## src/rtl/rk8e_dma_bridge.sv

```systemverilog
// rk8e_dma_bridge: cycle-steal DMA bridge between the RK8E disk engine and
// PDP-8 main memory. Each request from sd becomes exactly one memory access,
// made while the CPU is parked off the bus.
module rk8e_dma_bridge (
  input  logic        clk,
  input  logic        reset,
  input  logic        clear,
  input  logic        dmaREQ,
  input  logic        dmaRD,
  input  logic        dmaWR,
  input  logic [0:14] dmaADDR,
  input  logic [0:11] dmaDOUT,
  output logic        dmaGNT,
  output logic [0:11] dmaDIN,
  output logic        cpuHOLD,
  input  logic        cpuACK,
  output logic [0:14] memADDR,
  output logic [0:11] memDOUT,
  output logic        memRD,
  output logic        memWR,
  input  logic [0:11] memDIN,
  output logic [0:11] xferCOUNT,
  output logic        dmaERR
);

  // Request as captured from sd when it is accepted in IDLE.
  typedef struct packed {
    logic        rd;
    logic        wr;
    logic [0:14] addr;
    logic [0:11] data;
  } dmaReq_t;

  typedef enum logic [2:0] {
    IDLE,
    HOLD,
    MEM,
    RDWAIT,
    DONE,
    RELEASE
  } state_t;

  state_t  state, stateNext;
  dmaReq_t req;
  logic    clr;
  logic    isRd, isWr, legal;

  // reset and IOCLR behave identically and win over everything else.
  assign clr   = reset | clear;

  // Exactly one of RD/WR must be set; both or neither is an illegal request.
  assign isRd  =  req.rd & ~req.wr;
  assign isWr  = ~req.rd &  req.wr;
  assign legal = isRd | isWr;

  // Memory address and write data come straight from the latched request,
  // so they are registered and stable across the whole MEM cycle.
  assign memADDR = req.addr;
  assign memDOUT = req.data;

  // State register.
  always_ff @(posedge clk) begin
    if (clr) state <= IDLE;
    else     state <= stateNext;
  end

  // Latch the request on acceptance; sd's live inputs are not used afterwards.
  always_ff @(posedge clk) begin
    if (clr)                         req <= '0;
    else if (state == IDLE && dmaREQ) req <= '{rd: dmaRD, wr: dmaWR, addr: dmaADDR, data: dmaDOUT};
  end

  // Read data is captured the cycle after the read strobe and held until the next read.
  always_ff @(posedge clk) begin
    if (clr)                  dmaDIN <= '0;
    else if (state == RDWAIT) dmaDIN <= memDIN;
  end

  // Sticky illegal-request flag, raised when the bad request reaches memory.
  always_ff @(posedge clk) begin
    if (clr)                         dmaERR <= 1'b0;
    else if (state == MEM && !legal) dmaERR <= 1'b1;
  end

  // Count legal transfers as they complete; wraps naturally at 12 bits.
  always_ff @(posedge clk) begin
    if (clr)                       xferCOUNT <= '0;
    else if (state == DONE && legal) xferCOUNT <= xferCOUNT + 12'd1;
  end

  // Next-state and state-decoded strobes.
  always_comb begin
    stateNext = state;
    cpuHOLD   = 1'b0;
    memRD     = 1'b0;
    memWR     = 1'b0;
    dmaGNT    = 1'b0;
    case (state)
      IDLE: begin
        if (dmaREQ) stateNext = HOLD;
      end
      HOLD: begin
        cpuHOLD = 1'b1;
        if (cpuACK) stateNext = MEM;
      end
      MEM: begin
        cpuHOLD = 1'b1;
        memWR   = isWr;
        memRD   = isRd;
        stateNext = isRd ? RDWAIT : DONE;
      end
      RDWAIT: begin
        cpuHOLD   = 1'b1;
        stateNext = DONE;
      end
      DONE: begin
        cpuHOLD   = 1'b1;
        dmaGNT    = 1'b1;
        stateNext = RELEASE;
      end
      RELEASE: begin
        // A request still high here is the one just serviced; wait for it to drop.
        if (!dmaREQ) stateNext = IDLE;
      end
      default: stateNext = IDLE;
    endcase
  end

endmodule

```

## config.mk

```make
export PLATFORM = sky130hd
export DESIGN_NAME = rk8e_dma_bridge
export DESIGN_NICKNAME = d
export VERILOG_FILES = /design/src/rtl/rk8e_dma_bridge.sv
export SDC_FILE = /design/constraint.sdc
export NUM_CORES = 1
export LEC_CHECK = 0
export ABC_CLOCK_PERIOD_IN_PS = 5200
export CAP_MARGIN = 20
export CORE_MARGIN = 1
export CORE_UTILIZATION = 39
export CTS_CLUSTER_SIZE = 24
export DETAILED_ROUTE_END_ITERATION = 8
export GPL_ROUTABILITY_DRIVEN = 1
export GPL_TIMING_DRIVEN = 0
export PLACE_DENSITY = 0.77
export SYNTH_ARGS = -nofsm -noshare
export SYNTH_HDL_FRONTEND = slang
export SYNTH_SLANG_ARGS = --single-unit
```

## constraint.sdc

```tcl
create_clock -name clk -period 5.2 [get_ports clk]
set_input_delay 0.78 -clock clk [delete_from_list [all_inputs] [get_ports clk]]
set_output_delay 0.78 -clock clk [all_outputs]
set_load 0.02 [all_outputs]
```

Yosys cells after proc, flatten, opt, wreduce, memory -nomap -nowiden:

Index checks and enable logic that the tools add are counted.

* bits in registers: 57
* output and inout port bits: 56
* logic and storage cells: 39

* add/sub/neg operators: 1
* equal/unequal tests: 8
* muxes and demuxes: 9
* bitwise gates (word level): 6
* reductions and logical operators: 7

Operators by type and width (count)
* $pmux W3 S6: 1
* $add A12 B1 Y12 const B: 1
* $mux W3: 4
* $eq A3 B2 Y1 const B: 2
* $eq A3 B3 Y1 const B: 2
* $ne A2 B2 Y1 const B: 3
* $mux W1: 4
* $reduce_or A4 Y1: 1
* $eq A3 B1 Y1 const B: 1
* $logic_and A1 B1 Y1: 3
* $logic_not A3 Y1: 1
* $reduce_and A3 Y1: 1
* $and A1 B1 Y1: 2
* $not A1 Y1: 2
* $or A1 B1 Y1: 2
* $logic_not A1 Y1: 1

Longest topological paths before layout:

Gate-level depths: netlist (run 1).

* depth in word-level cells: 5
* depth in mapped cells: 7

Worst setup path before layout (run 1):

Ideal clock, no wire load.

* path kind: register -> output
* start: reg state[1]
* end: out memRD
* arrival time: 1.345 ns
* slack: 3.075 ns
* stages on the path, launching flop included: 3
* path through: dfxtp_1 > clkbuf_1 > nor4bb_1

* longest elaborated chain between the ends: 2

Ends and longest elaborated chain
* start, declared: line 43 `state_t state, stateNext;`
* start signal, assigned: line 64 `else state <= stateNext;`
* $eq A3 B2 Y1: line 98 `case (state)`
* $mux W1: line 98
* end, declared: line 19 `output logic memRD,`

No other way between the ends.

Final worst setup path (run 1):

Same ends and word-level chain as after synthesis.

==> impl_summary.txt, run 1 <==
----------------------------------------------------
[Die]
  Height of the die ... 81.8 um
  Core region area ... 6030 um2
  Die Outline Area ... 6690 um2
  Effective utilization at floorplan ... 0.412
  Total number of placement rows ... 28
  I/O pins ... 102
  Die extent in x ... 81.8 um

[Timing]
  Tmin final ... 2.82 ns
  Final hold vios ... 0
  Final worst-path cycle share ... 0.542
  Rel. slew slack ... 0.638
  Minimum hold slack ... 0.454 ns
  Maximum clock rate ... 355 MHz
  Setup WS post-layout ... 2.38 ns
  Unrepaired setup endpoints after global routing ... false
  Final Setup Violations ... 0
  Final clock skew ... 0.00765 ns
  Number of max-slew violations in the final report ... 0
  Tightest Pin Transition ... 0.535 ns
  Final setup TNS ... 0 ns

[Synth]
  Post-Synthesis Net Count ... 345
  Biggest area consumer among synthesized cells ... dfxtp_1
  Synth top cells by count ... nand2_1 (68), dfxtp_1 (57), a21oi_1 (37)
  Most instantiated library cell after synthesis ... nand2_1
  Netlist area before placement ... 2480 um2
  Number of enable-type register cells in the synthesized netlist ... 0
  Post-synth ARST share ... 0
  Synthesized netlist cell count ... 296
  YS warnings ... 0
  Main area contributors after synthesis ... dfxtp_1 (46%), nand2_1 (10%), buf_4 (8.2%)
  Share of Yosys cell area claimed by the top area cell type ... 0.460
  Number of distinct library cells after synthesis ... 31
  Sequential-to-total area share from yosys stat ... 0.460
  Dominant register cell in the synthesized netlist ... dfxtp_1
  Synthesized flop and latch total ... 57
  Post-Syn Area per Cell ... 8.39 um2

[Clocking]
  Number of levels in the clock H-tree ... 3
  Buffer type at the clock tree root ... clkbuf_8
  Total clock buffers created by CTS ... 9
  Resized cells post-CTS ... 0
  Clock sink total ... 57
  Number of buffers on the longest clock path ... 2
  Count of hold-fix buffers inserted at cts ... 0
  Clock transition at the registers of the reported paths ... 0.06 ns
  Clock tree from TritonCTS ... done
  Post-CTS Setup Inserts ... 0
  Source-to-sink clock delay at the later pin of the worst-skew pair ... 0.32 ns

[Pwr]
  Clock share of power ... 0.411
  Switching component of the power ... 217 uW
  Net switching fraction of the power ... 0.229
  Combinational fraction of design power ... 0.115
  Pwr/cell area ... 250 nW/um2
  Max rail drop VDD ... 0.214 mV
  Static leakage power ... 1.43 nW
  Internal power ... 730 uW
  Sequential group share of total power ... 0.474

[Placed design]
  Sum of net half-perimeters after detailed placement ... 4330 um
  Setup Slack @ Placement ... 2.41 ns
  Weighted congestion reported at the end of routability-driven placement ... 0.774
  Port Buffers ... 101

[Routing]
  Remaining routing DRC violations ... 0
  Starting DRT DRC Count ... 59
  Detailed-route wire length per cell ... 11.9 um
  Number of iterations in the first detailed-routing pass ... 4
  Met1 wire length ... 2460 um
  Antenna Nets Post-Route ... 0
  Total length of routed met3 wires ... 487 um
  Avg Vias per Cell ... 4.74
  Met2 wirelength from detailed routing ... 2760 um
  Vias after detailed routing ... 2313
  Uppermost layer routed ... met4
  Aggregate routed wire length ... 5800 um

[Critical path]
  CP max stage cell ... clkdlybuf4s50_1
  Crit. End Element ... primary output
  Worst Path Required ... 4.42 ns
  Startpoint Class ... flop
  Longest individual stage delay on the worst path ... 0.67 ns
  Chain of cells forming the critical path ... clkbuf_1, nor4bb_1, clkdlybuf4s50_1
  Classification of the worst setup path ... flop to primary output
  Crit Path Max Fanout ... 10
  Arrival @ worst endpoint ... 2.04 ns

[GRT]
  Via count of the first global-routing pass ... 2102
  Wire length of the first global-routing pass ... 9250 um
  Pin count of the biggest net entering global routing ... 11
  Global route overflow ... 0
  Global router's overall resource usage ... 0.182
  Number of antenna violations at the first check in global routing ... 0

[Finish]
  Proportion of layout cells with a drive suffix above 1 ... 0.114
  Area added between synthesis and finish ... 52.3%
  Antenna diode instance count ... 0
  Fill cell total of the finished layout ... 555
  Final net count ... 457

[Worst hold path]
  Tightest Hold Check Type ... flop to flop

[Status]
  Status ... completed

[Flow run]
  Max_cap viols ... 0

----------------------------------------------------
-- logic make-up after synthesis --
group | after synthesis | synth area share
mux | 16 | 0.0645
buf+inv | 50 | 0.120
fa+ha+maj | 3 | 0.0151
xor+xnor | 2 | 0.00706
simple gates | 121 | 0.231
flops | 57 | 0.460
compound gates | 47 | 0.102
-- worst paths after layout --
check,start,end,slack [ns],depth (start not counted)
setup / recovery,state[1],memRD,2.38,3
hold reg to reg,memDOUT[9],memDOUT[9],0.45,2
setup reg to reg,req[27],xferCOUNT[4],3.00,7
hold / removal,memDOUT[9],memDOUT[9],0.45,2
-- metrics by stage --
step | power (mW) | instance area, um2 | cells | util
floorplan | 0.509 | 2480 | 296 | -
global placement | 0.566 | 3590 | 472 | 0.595
finish | 0.947 | 3780 | 488 | 0.627
global route | 0.994 | 3780 | 488 | 0.627
CTS | 0.959 | 3780 | 488 | 0.627
detailed placement | 0.568 | 3590 | 472 | 0.595
-- critical path: cells and delay by family, from the launching register on --
family / cells / cell delay [ns]
flops: 1 / 0.41
buf+inv: 2 / 0.98
simple gates: 1 / 0.32
-- cell usage in the layout, fill, tap and decap left out, types with 13 or more instances in the layout --
master,Yosys,routed
a21oi_1,37,37
mux2i_1,16,16
clkbuf_8,0,13
buf_4,27,27
nand2_1,68,68
dfxtp_1,57,57
nor2_1,17,17
clkbuf_1,15,16
clkdlybuf4s50_1,0,101
-- final cells by class --
class	instances	area, um2	area share
Tap cell	75	93.8	0.0248
Multi-Input combinational cell	189	1040	0.276
Buffer	45	280	0.0741
Clock buffer	14	183	0.0483
Inverter	5	18.8	0.00497
Timing Repair Buffer	101	1010	0.267
Clock inverter	2	10.0	0.00265
Sequential cell	57	1140	0.302
-- routing by layer --
layer / global-route usage / vias to the layer above
met5: 0 / -
met4: 0.0789 / 0
met3: 0.0667 / 10
met2: 0.303 / 72
met1: 0.207 / 1034
li1: - / 1197
-- registers in the layout (all words and copies together) (netlist names) --
signal and count:
memADDR 15, xferCOUNT 12, state 3, dmaERR 1, req 2, dmaDIN 12, memDOUT 12
-- power by group through the flow --
| stage | clock (mW) | combinational, mW | sequential, mW |
|---|---|---|---|
| 6_report | 0.389 | 0.109 | 0.449 |
| 5_1_grt | 0.425 | 0.119 | 0.450 |
| 4_1_cts | 0.400 | 0.110 | 0.449 |
| 3_5_place_dp | 0 | 0.109 | 0.459 |
| 3_3_place_gp | 0 | 0.108 | 0.458 |
| 2_1_floorplan | 0 | 0.0512 | 0.458 |
Note: power is estimated with default switching activity, not from simulation.
==> run 2, diff against run 1 <==
--- a/config.mk
+++ b/config.mk
@@ -5,7 +5,7 @@
 export SDC_FILE = /design/constraint.sdc
 export NUM_CORES = 1
 export LEC_CHECK = 0
-export ABC_CLOCK_PERIOD_IN_PS = 5200
+export ABC_CLOCK_PERIOD_IN_PS = 2800
 export CAP_MARGIN = 20
 export CORE_MARGIN = 1
 export CORE_UTILIZATION = 39
==> constraint.sdc (replaced) <==
create_clock -name clk -period 2.8 [get_ports clk]
set_input_delay 0.42 -clock clk [delete_from_list [all_inputs] [get_ports clk]]
set_output_delay 0.42 -clock clk [all_outputs]
set_load 0.02 [all_outputs]
==> results of run 2 <==
The final DEF is identical to that of run 1. Status: completed.
Main changes from that run: setup slack after placement 2.41 ns -> 0.373 ns; setup slack after layout 2.38 ns -> 0.342 ns; register-to-register setup slack 3.00 ns -> 0.60 ns; total power 0.947 mW -> 1.76 mW; worst IR drop on VDD 0.214 mV -> 0.397 mV
==> run 3, diff against run 2 <==
--- a/config.mk
+++ b/config.mk
@@ -13,7 +13,7 @@
 export DETAILED_ROUTE_END_ITERATION = 8
 export GPL_ROUTABILITY_DRIVEN = 1
 export GPL_TIMING_DRIVEN = 0
-export PLACE_DENSITY = 0.77
+export PLACE_DENSITY = 0.76
 export SYNTH_ARGS = -nofsm -noshare
 export SYNTH_HDL_FRONTEND = slang
 export SYNTH_SLANG_ARGS = --single-unit
==> run 3 against run 2 <==
Compared with the run above: worst setup slack worse by 0.087 ns; first-iteration DRC count up 3.4%; clock power down 2.8%; sequential share of layout area up 0.13 points; clock skew up 0.0027 ns; non-clock buffer count unchanged; global-route usage down 0.27 points; register-to-register slack about the same; cell count down 0.20%; routed wire length down 3.3%; critical path type unchanged; critical endpoint unchanged; highest routed layer unchanged.
==> impl_summary.txt, run 3 (synthesis results as in run 1) <==
----------------------------------------------------
[Status]
  Status ... completed (unchanged)

[Critical path]
  Chain of cells forming the critical path ... clkbuf_1, nor4bb_1, clkdlybuf4s50_1 (unchanged)
  Longest individual stage delay on the worst path ... 0.69 ns (was 0.67 ns)
  Classification of the worst setup path ... flop to primary output (unchanged)
  Buffers plus inverters on the worst setup path ... 2 (unchanged)
  Category of cells accounting for the largest share of critical-path delay ... buffers and inverters (unchanged)
  Crit Path Max Fanout ... 10 (unchanged)
  Worst Path Required ... 2.38 ns (about the same)
  Arrival @ worst endpoint ... 2.12 ns (was 2.04 ns)
  Crit. End Element ... primary output (unchanged)
  Startpoint Class ... flop (unchanged)
  CP max stage cell ... clkdlybuf4s50_1 (unchanged)

[Timing]
  Final setup TNS ... 0 ns (unchanged)
  Final worst-path cycle share ... 0.909 (was 0.878)
  Number of max-slew violations in the final report ... 0 (unchanged)
  Final Setup Violations ... 0 (unchanged)
  Tmin final ... 2.54 ns (was 2.46 ns)
  Final hold vios ... 0 (unchanged)
  Tightest Pin Transition ... 0.563 ns (was 0.535 ns)
  Maximum clock rate ... 393 MHz (was 407 MHz)
  Unrepaired setup endpoints after global routing ... false (unchanged)
  Minimum hold slack ... 0.453 ns (was 0.454 ns)
  Final clock skew ... 0.0104 ns (was 0.00765 ns)
  Rel. slew slack ... 0.620 (was 0.638)

[Worst hold path]
  Tightest Hold Check Type ... flop to flop (unchanged)

[Clocking]
  Source-to-sink clock delay at the later pin of the worst-skew pair ... 0.32 ns (about the same)
  Post-CTS Setup Inserts ... 0 (unchanged)
  Number of levels in the clock H-tree ... 3 (unchanged)
  Count of hold-fix buffers inserted at cts ... 0 (unchanged)
  Number of buffers on the longest clock path ... 2 (unchanged)
  Resized cells post-CTS ... 0 (unchanged)
  Clock sink total ... 57 (unchanged)
  Clock transition at the registers of the reported paths ... 0.07 ns (was 0.06 ns)
  Clock tree from TritonCTS ... done (unchanged)
  Buffer type at the clock tree root ... clkbuf_8 (unchanged)
  Total clock buffers created by CTS ... 9 (unchanged)

[GRT]
  Wire length of the first global-routing pass ... 9130 um (was 9250 um)
  Number of antenna violations at the first check in global routing ... 0 (unchanged)
  Via count of the first global-routing pass ... 2150 (was 2102)
  Grt met2 use ... 0.309 (was 0.303)
  Met1 global-route usage ... 0.193 (was 0.207)
  Routing layer with the top usage in global route ... met2 (unchanged)
  Global route overflow ... 0 (unchanged)
  Pin count of the biggest net entering global routing ... 11 (unchanged)
  Global router's overall resource usage ... 0.179 (was 0.182)
  Met3 Track Usage GR ... 0.0822 (was 0.0667)

[Placed design]
  Weighted congestion reported at the end of routability-driven placement ... 0.781 (was 0.774)
  Sum of net half-perimeters after detailed placement ... 4190 um (was 4330 um)
  Port Buffers ... 101 (unchanged)

[Routing]
  Vias after detailed routing ... 2335 (was 2313)
  Number of iterations in the first detailed-routing pass ... 5 (was 4)
  Starting DRT DRC Count ... 61 (was 59)
  Detailed-route wire length per cell ... 11.5 um (was 11.9 um)
  Aggregate routed wire length ... 5610 um (was 5800 um)
  Avg Vias per Cell ... 4.79 (was 4.74)
  Remaining routing DRC violations ... 0 (unchanged)
  Antenna Nets Post-Route ... 0 (unchanged)

[Pwr]
  Pwr/cell area ... 462 nW/um2 (was 465 nW/um2)
  Static leakage power ... 1.42 nW (was 1.43 nW)
  Max rail drop VDD ... 0.379 mV (was 0.397 mV)

[Die]
  Die Outline Area ... 6690 um2 (unchanged)
  Height of the die ... 81.8 um (unchanged)
  Total number of placement rows ... 28 (unchanged)
  Die extent in x ... 81.8 um (unchanged)
  I/O pins ... 102 (unchanged)
  Core region area ... 6030 um2 (unchanged)
  Effective utilization at floorplan ... 0.412 (unchanged)

[Finish]
  Commonest non-fill, non-tap cell in the layout ... clkdlybuf4s50_1 (unchanged)
  Fill cell total of the finished layout ... 540 (was 555)
  Antenna diode instance count ... 0 (unchanged)
  Proportion of layout cells with a drive suffix above 1 ... 0.109 (was 0.114)
  Commonest cells after routing, fill and taps aside ... clkdlybuf4s50_1 (101), nand2_1 (68), dfxtp_1 (57), a21oi_1 (37), buf_4 (27) (unchanged)
  Final net count ... 457 (unchanged)
  Area added between synthesis and finish ... 51.6% (was 52.3%)
  Number of flip-flops in the largest register ... 15 (unchanged)

[Flow run]
  Max_cap viols ... 0 (unchanged)

----------------------------------------------------
-- run 3: through the flow --
step | total power [mW] | cell area, um2 | std cells | utilization | worst slack [ns]
global route | 1.83 | 3760 | 487 | 0.625 | 0.136
global placement | 1.05 | 3590 | 472 | 0.595 | 0.414
floorplan | 0.945 | 2480 | 296 | - | 0.813
finish | 1.74 | 3760 | 487 | 0.625 | 0.255
detailed placement | 1.05 | 3590 | 472 | 0.595 | 0.378
CTS | 1.76 | 3760 | 487 | 0.625 | 0.264
-- run 3: final timing paths --
check,depth (start not counted),startpoint,to,slack (ns)
max,3,state[1],memRD,0.26
min,2,memDOUT[1],memDOUT[1],0.45
max reg2reg,7,req[27],xferCOUNT[4],0.61
min reg2reg,2,memDOUT[1],memDOUT[1],0.45
-- run 3: per-layer routing --
layer	vias up	routed length, um
met5	-	0
met3	6	503
li1	1192	-
met4	0	53
met1	1056	2340
met2	81	2710
-- run 3: power by group --
| part | leakage [nW] | internal (mW) | switching (mW) |
|---|---|---|---|
| clock network | 0.0929 | 0.402 | 0.301 |
| logic | 0.870 | 0.114 | 0.0857 |
| registers | 0.461 | 0.826 | 0.00806 |
| total | 1.42 | 1.34 | 0.395 |
-- run 3: final cells by class --
type / instances / area (um2) / area share
buffer: 45 / 280 / 0.0745
clock buffer: 11 / 131 / 0.0349
clock inverter: 4 / 45.0 / 0.0120
inverter: 5 / 18.8 / 0.00499
multi-input combinational: 189 / 1040 / 0.277
sequential: 57 / 1140 / 0.303
tap: 75 / 93.8 / 0.0249
timing repair buffer: 101 / 1010 / 0.269
-- run 3: worst reg2reg max path, delay by kind of cell (launching register included) --
family	cells	cell delay, ns
muxes	1	0.21
and+or+nand+nor	2	0.83
DFF	1	0.36
buffers and inverters	3	0.38
adders and majority gates	1	0.33
==> patch 1: new RTL, settings of run 2 <==
Re-encode `state_t` (6 states) as Gray code, 3 bits wide.
--- a/src/rtl/rk8e_dma_bridge.sv
+++ b/src/rtl/rk8e_dma_bridge.sv
@@ -32,12 +32,12 @@
   } dmaReq_t;
 
   typedef enum logic [2:0] {
-    IDLE,
-    HOLD,
-    MEM,
-    RDWAIT,
-    DONE,
-    RELEASE
+    IDLE    = 3'b000,
+    HOLD    = 3'b001,
+    MEM     = 3'b011,
+    RDWAIT  = 3'b010,
+    DONE    = 3'b110,
+    RELEASE = 3'b111
   } state_t;
 
   state_t  state, stateNext;
Formal check against the unedited RTL: same outputs for any inputs over 10 cycles, from zero or initial values; not proved beyond that.
==> patch 1 against run 2 <==
Setup slack improved by 0.12 ns; sequential cell count did not move; sequential power about the same; total power is 2.2% higher; final area is essentially flat; routed wire length rose by 0.47%; area after synthesis rose by 0.30%; critical path type unchanged; first-iteration DRC count increased by 6.8%.
==> patch 1: results (changes against run 2) <==
reg2reg_slack_ns: 1.06  # +0.46 ns
avgViaCountPerCell: 4.66  # -1.7%
drt_iter0_markers: 63  # +6.8%
fillers: 536  # -3.4%
gp_congestion: 0.765  # -1.3%
synth_seq_area_share_pct: 45.8  # -0.14 points
path_max_fanout: 8  # -2
grt_pass1_vias: 2146  # +2.1%
portBuffers: 101  # unchanged
peakVddDrop_mv: 0.354  # -11%
tightestPinTransition_ns: 0.512  # -0.0226 ns
drt-total-wl_mm: 5.82  # +0.47%
h-tree-depth: 3  # unchanged
p_leak_uw: 0.00145  # +0.92%
synth_nets: 340  # -1.4%
track_usage_pct: 18.5  # +0.37 points
cts_root_buf: "clkbuf_8"
hold_start: "memADDR[1]"
nets: 452  # -1.1%
status: "completed"
max-clock-path-buffers: 2  # unchanged
synthDistinctLibCells: 29  # -6.5%
cp.arrival_ns: 1.92  # -0.12 ns
grt_pass1_wl_mm: 9.43  # +1.9%
r2r_end: "xferCOUNT[1]"
drive_gt1_share_pct: 14.0  # +2.6 points
dp_hpwl_mm: 4.28  # -1.2%
netlist_top_cells_area: "dfxtp_1 (46%), nand2_1 (9.9%), buf_4 (8.7%)"
slowest_delay_ns: 0.63  # -0.04 ns
place_area_sq_um: 3590  # +0.21%
==> patch 1: kinds of logic after synthesis <==
logic type	Yosys count	synth area share (%)
simple gates	121	23.1
flops	57	45.8
buf+inv	50	13.0
compound gates	37	7.79
mux	13	5.23
xor+xnor	10	3.52
fa+ha+maj	3	1.51
==> patch 1: how the worst min path moves through the flow <==
stage / slack (ns) / cells past startpoint / endpoint
final: 0.45 / 2 / memADDR[1]
after global routing: 0.47 / 2 / memDOUT[11]
after CTS: 0.46 / 2 / memDOUT[11]
after detailed placement: 0.45 / 2 / memDOUT[8]
after global placement: 0.44 / 2 / memADDR[9]
after floorplan: 0.44 / 2 / memADDR[0]
==> patch 1: routing by layer <==
metal,GRT usage (%),part of all wire (%),up-vias
li1,-,-,1144
met5,0,0,-
met1,21.6,43,1023
met3,5.67,7.6,10
met4,7.72,1.4,0
met2,31.2,48,73
==> patch 1: area by class of cell <==
type	instances	share of cell area [%]
multi-input cells	184	27.1
well taps	75	2.48
repair buffers	101	26.7
clock inverters	3	1.06
clock buffers	13	3.94
plain buffers	44	7.97
flip-flops and latches	57	30.2
inverters	6	0.595
==> patch 1: power breakdown <==
part	internal [uW]	leakage, uW	switching, uW
Clock	433	0.0000974	307
Sequential	827	0.000462	9.74
Combinational	125	0.000888	95.5
==> patch 1: stage by stage <==
stage / utilization (%) / instances / power [uW] / hold WS [ns] / worst slack (ns)
after global routing: 62.8 / 483 / 1880 / 0.469 / 0.291
after floorplan: - / 291 / 963 / 0.437 / 1.20
after detailed placement: 59.7 / 467 / 1080 / 0.447 / 0.744
final: 62.8 / 483 / 1800 / 0.452 / 0.461
after CTS: 62.8 / 483 / 1820 / 0.455 / 0.441
after global placement: 59.7 / 467 / 1070 / 0.442 / 0.756
==> patch 2: new RTL, settings of run 2 <==
Without the edit above. Register the output `xferCOUNT` once more; this adds one clock of latency there. The other outputs are not delayed to match.
--- a/src/rtl/rk8e_dma_bridge.sv
+++ b/src/rtl/rk8e_dma_bridge.sv
@@ -39,6 +39,8 @@
     DONE,
     RELEASE
   } state_t;
+
+  logic [0:11] xferCOUNT_s0;
 
   state_t  state, stateNext;
   dmaReq_t req;
@@ -84,8 +86,8 @@
 
   // Count legal transfers as they complete; wraps naturally at 12 bits.
   always_ff @(posedge clk) begin
-    if (clr)                       xferCOUNT <= '0;
-    else if (state == DONE && legal) xferCOUNT <= xferCOUNT + 12'd1;
+    if (clr)                       xferCOUNT_s0 <= '0;
+    else if (state == DONE && legal) xferCOUNT_s0 <= xferCOUNT_s0 + 12'd1;
   end
 
   // Next-state and state-decoded strobes.
@@ -126,5 +128,9 @@
     endcase
   end
 
+  always_ff @(posedge clk) begin
+    xferCOUNT <= xferCOUNT_s0;
+  end
+
 endmodule
 
Check against the original RTL: not equivalent (a bounded check fails within 10 cycles, from zero or initial values).
==> patch 2 against run 2 <==
Total power rose by 22%; maximum frequency grew 9.1%; count of clock-buffer cells in the layout down 4; clock skew increased by 0.0040 ns; setup slack better by 0.21 ns; area after synthesis up 9.4%; final area grew 7.1%; first-iteration DRC count grew 73%; critical path depth unchanged; routed wire length up 5.7%; sequential cell count is 12 higher; register-to-register slack improved by 0.44 ns; combinational power up 14%.
==> patch 2: results (changes against run 2) <==
status: "completed"
reg2reg_slack_ns: 1.04  # +0.44 ns
synth_seq_area_share_pct: 50.9  # +4.9 points
drt_iter0_markers: 102  # +73%
synth_common_cells: "dfxtp_1 (69), nand2_1 (64), a21oi_1 (32)"
place_area_sq_um: 3830  # +6.7%
insertion_delay_ns: 0.34  # +0.02 ns
met3_usage_pct: 5.45  # -1.2 points
p_leak_uw: 0.00164  # +14%
avgSynthCellArea_sq_um: 8.90  # +6.1%
min_to: "xferCOUNT[0]"
met1_usage_pct: 19.8  # -0.81 points
synth_nets: 354  # +2.6%
vias: 2333  # +0.86%
nets: 466  # +2.0%
dp_hpwl_mm: 4.49  # +3.6%
place_inst: 486  # +3.0%
relSlewSlack_pct: 65.1  # +1.2 points
p_int_uw: 1650  # +22%
wl_met1_mm: 2.75  # +12%
synthDistinctLibCells: 32  # +3.2%
gp_congestion: 0.797  # +2.9%
cts_sinks: 69  # +21%
hold_start: "xferCOUNT_s0[0]"
wire_per_inst_um: 12.2  # +2.8%
slowest_delay_ns: 0.63  # -0.04 ns
track_usage_pct: 17.2  # -0.92 points
peakVddDrop_mv: 0.273  # -31%
grt_pass1_wl_mm: 9.77  # +5.7%
grt_pass1_vias: 2195  # +4.4%
dp_slack_ns: 0.656  # +0.283 ns
die_w_um: 85.4  # +4.5%
met2_length_mm: 2.88  # +4.3%
met3_length_um: 386  # -21%
patch 2: changes by cell type in the layout (fill, tap and decap cells not counted), sizes merged, moves of 5 or more:
cell / change
clkbuf: -13
buf: +9
xor2: +9
nor2: +12
and3: +5
o31ai: -5
dfxtp: +12
a21oi: -5
patch 2: cell type report:
cell class | count | area [sq um]
fillers | 591 | 2710
well taps | 80 | 100
plain buffers | 45 | 300
clock inverters | 6 | 86.3
repair buffers | 101 | 1010
multi-input cells | 188 | 1020
inverters | 3 | 11.3
flip-flops and latches | 69 | 1380
clock buffers | 10 | 138
patch 2: power by group through the flow:
stage          registers (uW)  logic (uW)  clock network [uW]
5_1_grt                  1010         251                 977
6_report                 1000         231                 901
3_3_place_gp             1030         229                   0
4_1_cts                  1000         233                 923
3_5_place_dp             1030         232                   0
2_1_floorplan            1030         116                   0
patch 2: cell families after synthesis:
group / synth area share, %
simple gates: 20.1
flops: 50.9
buf+inv: 11.5
compound gates: 7.79
mux: 4.79
xor+xnor: 3.55
fa+ha+maj: 1.38
